--- config.mk ---
export PLATFORM = sky130hd
export DESIGN_NAME = inst_loader
export DESIGN_NICKNAME = d
export VERILOG_FILES = /design/src/rtl/cpu_pkg.sv /design/src/rtl/inst_ld_sum.sv /design/src/rtl/inst_loader.sv
export SDC_FILE = /design/constraint.sdc
export NUM_CORES = 1
export LEC_CHECK = 0
export CORE_ASPECT_RATIO = 0.5
export CORE_MARGIN = 2
export CORE_UTILIZATION = 49
export CTS_BUF_LIST = sky130_fd_sc_hd__clkbuf_4
export DETAILED_ROUTE_END_ITERATION = 12
export GPL_TIMING_DRIVEN = 0
export PLACE_DENSITY = 0.82
export SYNTH_ARGS = -nofsm -noshare
export SYNTH_HDL_FRONTEND = slang
export SYNTH_SLANG_ARGS = --single-unit
export TNS_END_PERCENT = 50
--- constraint.sdc ---
create_clock -name Clk -period 1.7 [get_ports Clk]
set_input_delay 0.17 -clock Clk [delete_from_list [all_inputs] [get_ports Clk]]
set_output_delay 0.17 -clock Clk [all_outputs]
set_load 0.03 [all_outputs]
--- src/rtl/cpu_pkg.sv ---
// cpu_pkg: shared CPU types and default widths for the loader and fetch/ROM path
package cpu_pkg;
  localparam int ADDR_W = 10;
  localparam int WORD_W = 9;
  typedef enum logic [1:0] {IDLE, LOAD, FIN} ld_state_t;
endpackage

--- src/rtl/inst_ld_sum.sv ---
// inst_ld_sum: running modulo-2**W sum of accepted instruction words
// Ports: clk, rst (sync, active-high), clr (restart sum), en (add d), d (word),
//        sum_nxt (sum including this cycle's word; the register value after the edge)
module inst_ld_sum #(
  parameter int W = 9
) (
  input  logic         clk,
  input  logic         rst,
  input  logic         clr,
  input  logic         en,
  input  logic [W-1:0] d,
  output logic [W-1:0] sum_nxt
);
  logic [W-1:0] sum;
  assign sum_nxt = clr ? '0 : sum + (en ? d : '0);
  always_ff @(posedge clk) sum <= rst ? '0 : sum_nxt;
endmodule

--- src/rtl/inst_loader.sv ---
// inst_loader: streams Length words from a valid/ready source into instruction memory
// Ports: Clk, Reset (sync, active-high); Start/Length load request; InValid/InData/InReady
//        source handshake; WrEn/WrAddr/WrData memory write (1-cycle latency);
//        Busy (fetch hold), Done (sticky completion), ExpSum/Error checksum check.
// Optional: INST_LOADER_CHECKSUM_EN enables the checksum; otherwise Error is tied 0.
module inst_loader
  import cpu_pkg::*;
#(
  parameter int A = ADDR_W,
  parameter int W = WORD_W
) (
  input  logic         Clk,
  input  logic         Reset,
  input  logic         Start,
  input  logic [A:0]   Length,
  input  logic         InValid,
  input  logic [W-1:0] InData,
  output logic         InReady,
  output logic         WrEn,
  output logic [A-1:0] WrAddr,
  output logic [W-1:0] WrData,
  output logic         Busy,
  output logic         Done,
  input  logic [W-1:0] ExpSum,
  output logic         Error
);
  ld_state_t state, state_nxt;
  logic [A-1:0] idx;
  logic [A:0] rem;
  logic hs, go;
  assign InReady = state == LOAD;
  assign hs = InValid && InReady;
  assign go = state == IDLE && Start;
  assign Busy = state != IDLE;
  always_comb begin
    state_nxt = IDLE;
    if (state == IDLE) state_nxt = Start ? (Length != '0 ? LOAD : FIN) : IDLE;
    else if (state == LOAD) state_nxt = (hs && rem == (A+1)'(1)) ? FIN : LOAD;
  end
  always_ff @(posedge Clk) begin
    if (Reset) begin
      state <= IDLE;
      idx <= '0;
      rem <= '0;
      WrEn <= 1'b0;
      WrAddr <= '0;
      WrData <= '0;
      Done <= 1'b0;
    end else begin
      state <= state_nxt;
      WrEn <= hs;
      if (go) begin
        idx <= '0;
        rem <= Length;
        Done <= 1'b0;
      end
      if (hs) begin
        WrAddr <= idx;
        WrData <= InData;
        idx <= idx + 1'b1;
        rem <= rem - 1'b1;
      end
      // a zero-length Start enters FIN immediately, so this must override the clear above
      if (state_nxt == FIN) Done <= 1'b1;
    end
  end
`ifdef INST_LOADER_CHECKSUM_EN
  logic [W-1:0] sum_nxt;
  inst_ld_sum #(.W(W)) u_sum (
    .clk(Clk),
    .rst(Reset),
    .clr(go),
    .en(hs),
    .d(InData),
    .sum_nxt(sum_nxt)
  );
  // sum_nxt already includes the final word accepted on the FIN-entry cycle
  always_ff @(posedge Clk)
    Error <= Reset ? 1'b0 : state_nxt == FIN ? sum_nxt != ExpSum : go ? 1'b0 : Error;
`else
  logic unused_exp;
  assign unused_exp = ^ExpSum;
  assign Error = 1'b0;
`endif
endmodule

==> impl_metrics.env <==
export IMPL_cp_slowest_cell="nor4_1"
export IMPL_ant_nets=0
export IMPL_ys_warn_count=0
export IMPL_start_util_pct=50.49
export IMPL_cts_tree="done"
export IMPL_period_needed_ps=1731
export IMPL_rsz0062_at_grt="true"
export IMPL_synthCells=242
export IMPL_ys_ff_latch=44
export IMPL_finalCritPeriodShare_pct=101.8
export IMPL_holdBufCountCts=0
export IMPL_nets=332
export IMPL_yosys_top_cells_area="dfxtp_1 45%, a21oi_1 9.2%, nand2_1 8.9%"
export IMPL_cp_arrival_ps=2040
export IMPL_clockBufferDepth=2
export IMPL_ys_flop_type="dfxtp_1"
export IMPL_grt_pass1_wl_mm=7.914
export IMPL_cp_start_kind="flip-flop"
export IMPL_drive_gt1_share_pct=10.10
export IMPL_core_area_sq_um=3864
export IMPL_synth_area_per_cell_sq_um=8.060
export IMPL_fillCellCount=345
export IMPL_worst_slew_pin_transition_ps=622.4
export IMPL_root_buffer="clkbuf_4"
export IMPL_num_rows=16
export IMPL_drt_wl_total_mm=4.820
export IMPL_timing_final_ws_setup_ps=-31.40
export IMPL_hold_slack_ps=243.0
export IMPL_maxCapViolCount=0
export IMPL_clock_skew_ps=13.24
export IMPL_first_pass_iters=5
export IMPL_cpPeakStageDelay_ps=460
export IMPL_netlist_area_sq_um=1951
export IMPL_clock_latency_ps=370
export IMPL_dp_hpwl_mm=3.406
export IMPL_fin_area_sq_um=2580
export IMPL_grt_max_degree=16
export IMPL_ys_types=44
export IMPL_path_cells="buf_2 -> nand4b_2 -> nor4_1 -> mux2_2 -> nor2_1"
export IMPL_min_path_type="input port to flip-flop"
export IMPL_grtUsageTotal_pct=21.59
export IMPL_setup_viol=1
export IMPL_synth_largest_area_cell="dfxtp_1"
export IMPL_cts_clk_slew_worst_paths_ps=130
export IMPL_final_max_slew_viol_count=0
export IMPL_synthArstFlopShare_pct=0
export IMPL_numCtsBuffers=5
export IMPL_dieArea_sq_um=4532
export IMPL_grt_overflow=0
export IMPL_drc=0
export IMPL_peakVddDrop_mv=0.4088
export IMPL_p_per_area_nw_per_um2=835.3
export IMPL_crit_path_max_fanout=9
export IMPL_vias=1955
export IMPL_finalNonFillerCells=351
export IMPL_die_h_um=48.62
export IMPL_outcome="finished with violations"
export IMPL_antenna_found_initial=0
export IMPL_fin_util_pct=66.77
export IMPL_violations="setup timing"
export IMPL_place_area_sq_um=2469
export IMPL_critical_path_class="flip-flop to flip-flop"
export IMPL_leakage_nw=0.9067
export IMPL_syn_to_final_growth_pct=32.26
export IMPL_ys_seq_area_share_pct=45.16
export IMPL_avgViaCountPerCell=5.570
export IMPL_synth_top_area_share_pct=45.16
export IMPL_diodes=0
export IMPL_fmax_mhz=577.6
export IMPL_required_ps=2010
export IMPL_die_w_um=93.23
export IMPL_setup_tns_ps=-31.40
export IMPL_synth_edf_count=0
export IMPL_setup_worst_path_end_class="flip-flop"
export IMPL_io_buffer_count=45
export IMPL_htree_levels=2
export IMPL_drt_iter0_markers=121
export IMPL_dpl_cell_count=341
export IMPL_wl_per_cell_um=13.73
export IMPL_cts_sinks=44
export IMPL_syn_nets=278
export IMPL_hold_violations=0
export IMPL_max_slew_margin_rel_pct=58.13
export IMPL_gp_congestion=0.8706
export IMPL_grt_pass1_vias=1795
export IMPL_io_pins=57
## power breakdown
group	internal, mW	switching, mW	leakage [nW]
Clock	0.314	0.368	0.0418
Combinational	0.161	0.206	0.507
Sequential	1.07	0.0378	0.358
## routing by layer
layer / track usage, % / wire, um / part of all wire (%) / vias up
met3: 5.607 / 443 / 9.2 / 13
met2: 35.85 / 2215 / 46 / 93
met4: 5.637 / 70 / 1.5 / 0
met5: 0 / 0 / 0 / -
li1: - / - / - / 970
met1: 28.13 / 2091 / 43 / 879
## worst max-delay path, delay by kind of cell, from the launching register on
family,cells,cell delay (ps)
multiplexers,1,380
AND/OR/NAND/NOR,3,780
buffers and inverters,1,180
flip-flops,1,330
## synthesized netlist by cell type, drive strengths merged (2+ instances only)
| library cell | number |
|---|---|
| a21oi | 36 |
| a221oi | 2 |
| a22oi | 3 |
| a31oi | 4 |
| a32oi | 2 |
| buf | 7 |
| clkbuf | 8 |
| dfxtp | 44 |
| ha | 3 |
| inv | 4 |
| nand2 | 47 |
| nand3 | 10 |
| nand3b | 3 |
| nand4 | 3 |
| nor2 | 19 |
| nor2b | 2 |
| nor3 | 4 |
| nor4 | 5 |
| o211ai | 4 |
| o21ai | 6 |
| o311ai | 3 |
| or3 | 5 |
| or4 | 3 |
## cell families (layout without fill, tap and decap cells)
| group | after synthesis | after routing | share of synthesized area, % |
|---|---|---|---|
| and+or+nand+nor | 108 | 108 | 27.52 |
| AOI/OAI and AO/OA | 65 | 65 | 20.08 |
| DFF | 44 | 44 | 45.16 |
| buffers and inverters | 19 | 74 | 4.105 |
| adders and majority gates | 3 | 3 | 1.925 |
| other | 1 | 1 | 0.1922 |
| xor gates and xnor gates | 1 | 1 | 0.4491 |
| muxes | 1 | 1 | 0.5773 |
## flip-flops by register name (all words and copies together) (netlist names)
name and cells:
WrData 9, rem 11, WrEn 1, WrAddr 10, state 2, Done 1, idx 10
## layout by cell type (no fill, tap or decap), types with 3 or more instances in the layout
master / count
nand3_1: 10
o311ai_0: 3
clkbuf_2: 4
a21oi_1: 36
dfxtp_1: 44
or3_1: 4
nand4_1: 3
nor3_1: 3
clkbuf_4: 5
nand3b_1: 3
nor4_1: 4
o21ai_0: 6
inv_1: 4
a22oi_1: 3
buf_4: 3
clkdlybuf4s50_1: 43
buf_2: 4
ha_1: 3
nor2_1: 18
nand2_1: 46
clkbuf_1: 7
or4_1: 3
o211ai_1: 4
a31oi_1: 4
## through the flow
stage,power (mW),setup slack (ps)
final,2.155,-31.40
after floorplan,1.344,290.8
after CTS,2.147,37.51
after detailed placement,1.482,-162.7
after global routing,2.257,-32.42
after global placement,1.474,-145.8
## final cells by class
type	count	area, sq um	area share [%]
buffer	15	68.82	2.667
clock buffer	5	37.54	1.455
clock inverter	3	46.29	1.794
inverter	4	15.01	0.5820
multi-input combinational	179	1005	38.94
sequential	44	880.8	34.14
tap	54	67.56	2.619
timing repair buffer	47	459.2	17.80
## worst paths after layout
path,startpoint,to,slack (ps),depth (start not counted)
setup / recovery,state[0]$_SDFF_PP0_,idx[9]$_SDFFE_PP0P_,-30,5
hold / removal,Reset,rem[10]$_SDFFE_PP0P_,240,2
setup reg to reg,state[0]$_SDFF_PP0_,idx[9]$_SDFFE_PP0P_,-30,5
hold reg to reg,WrAddr[1]$_SDFFE_PP0P_,WrAddr[1]$_SDFFE_PP0P_,460,2
## timing repair
action | 4_1_cts | 5_1_grt
endpoints found under the hold margin | 0 | 0
resized for setup | 2 | 9
setup buffers | 0 | 2
endpoints found under the setup margin | 2 | 21
(Power assumes the default switching activity.)
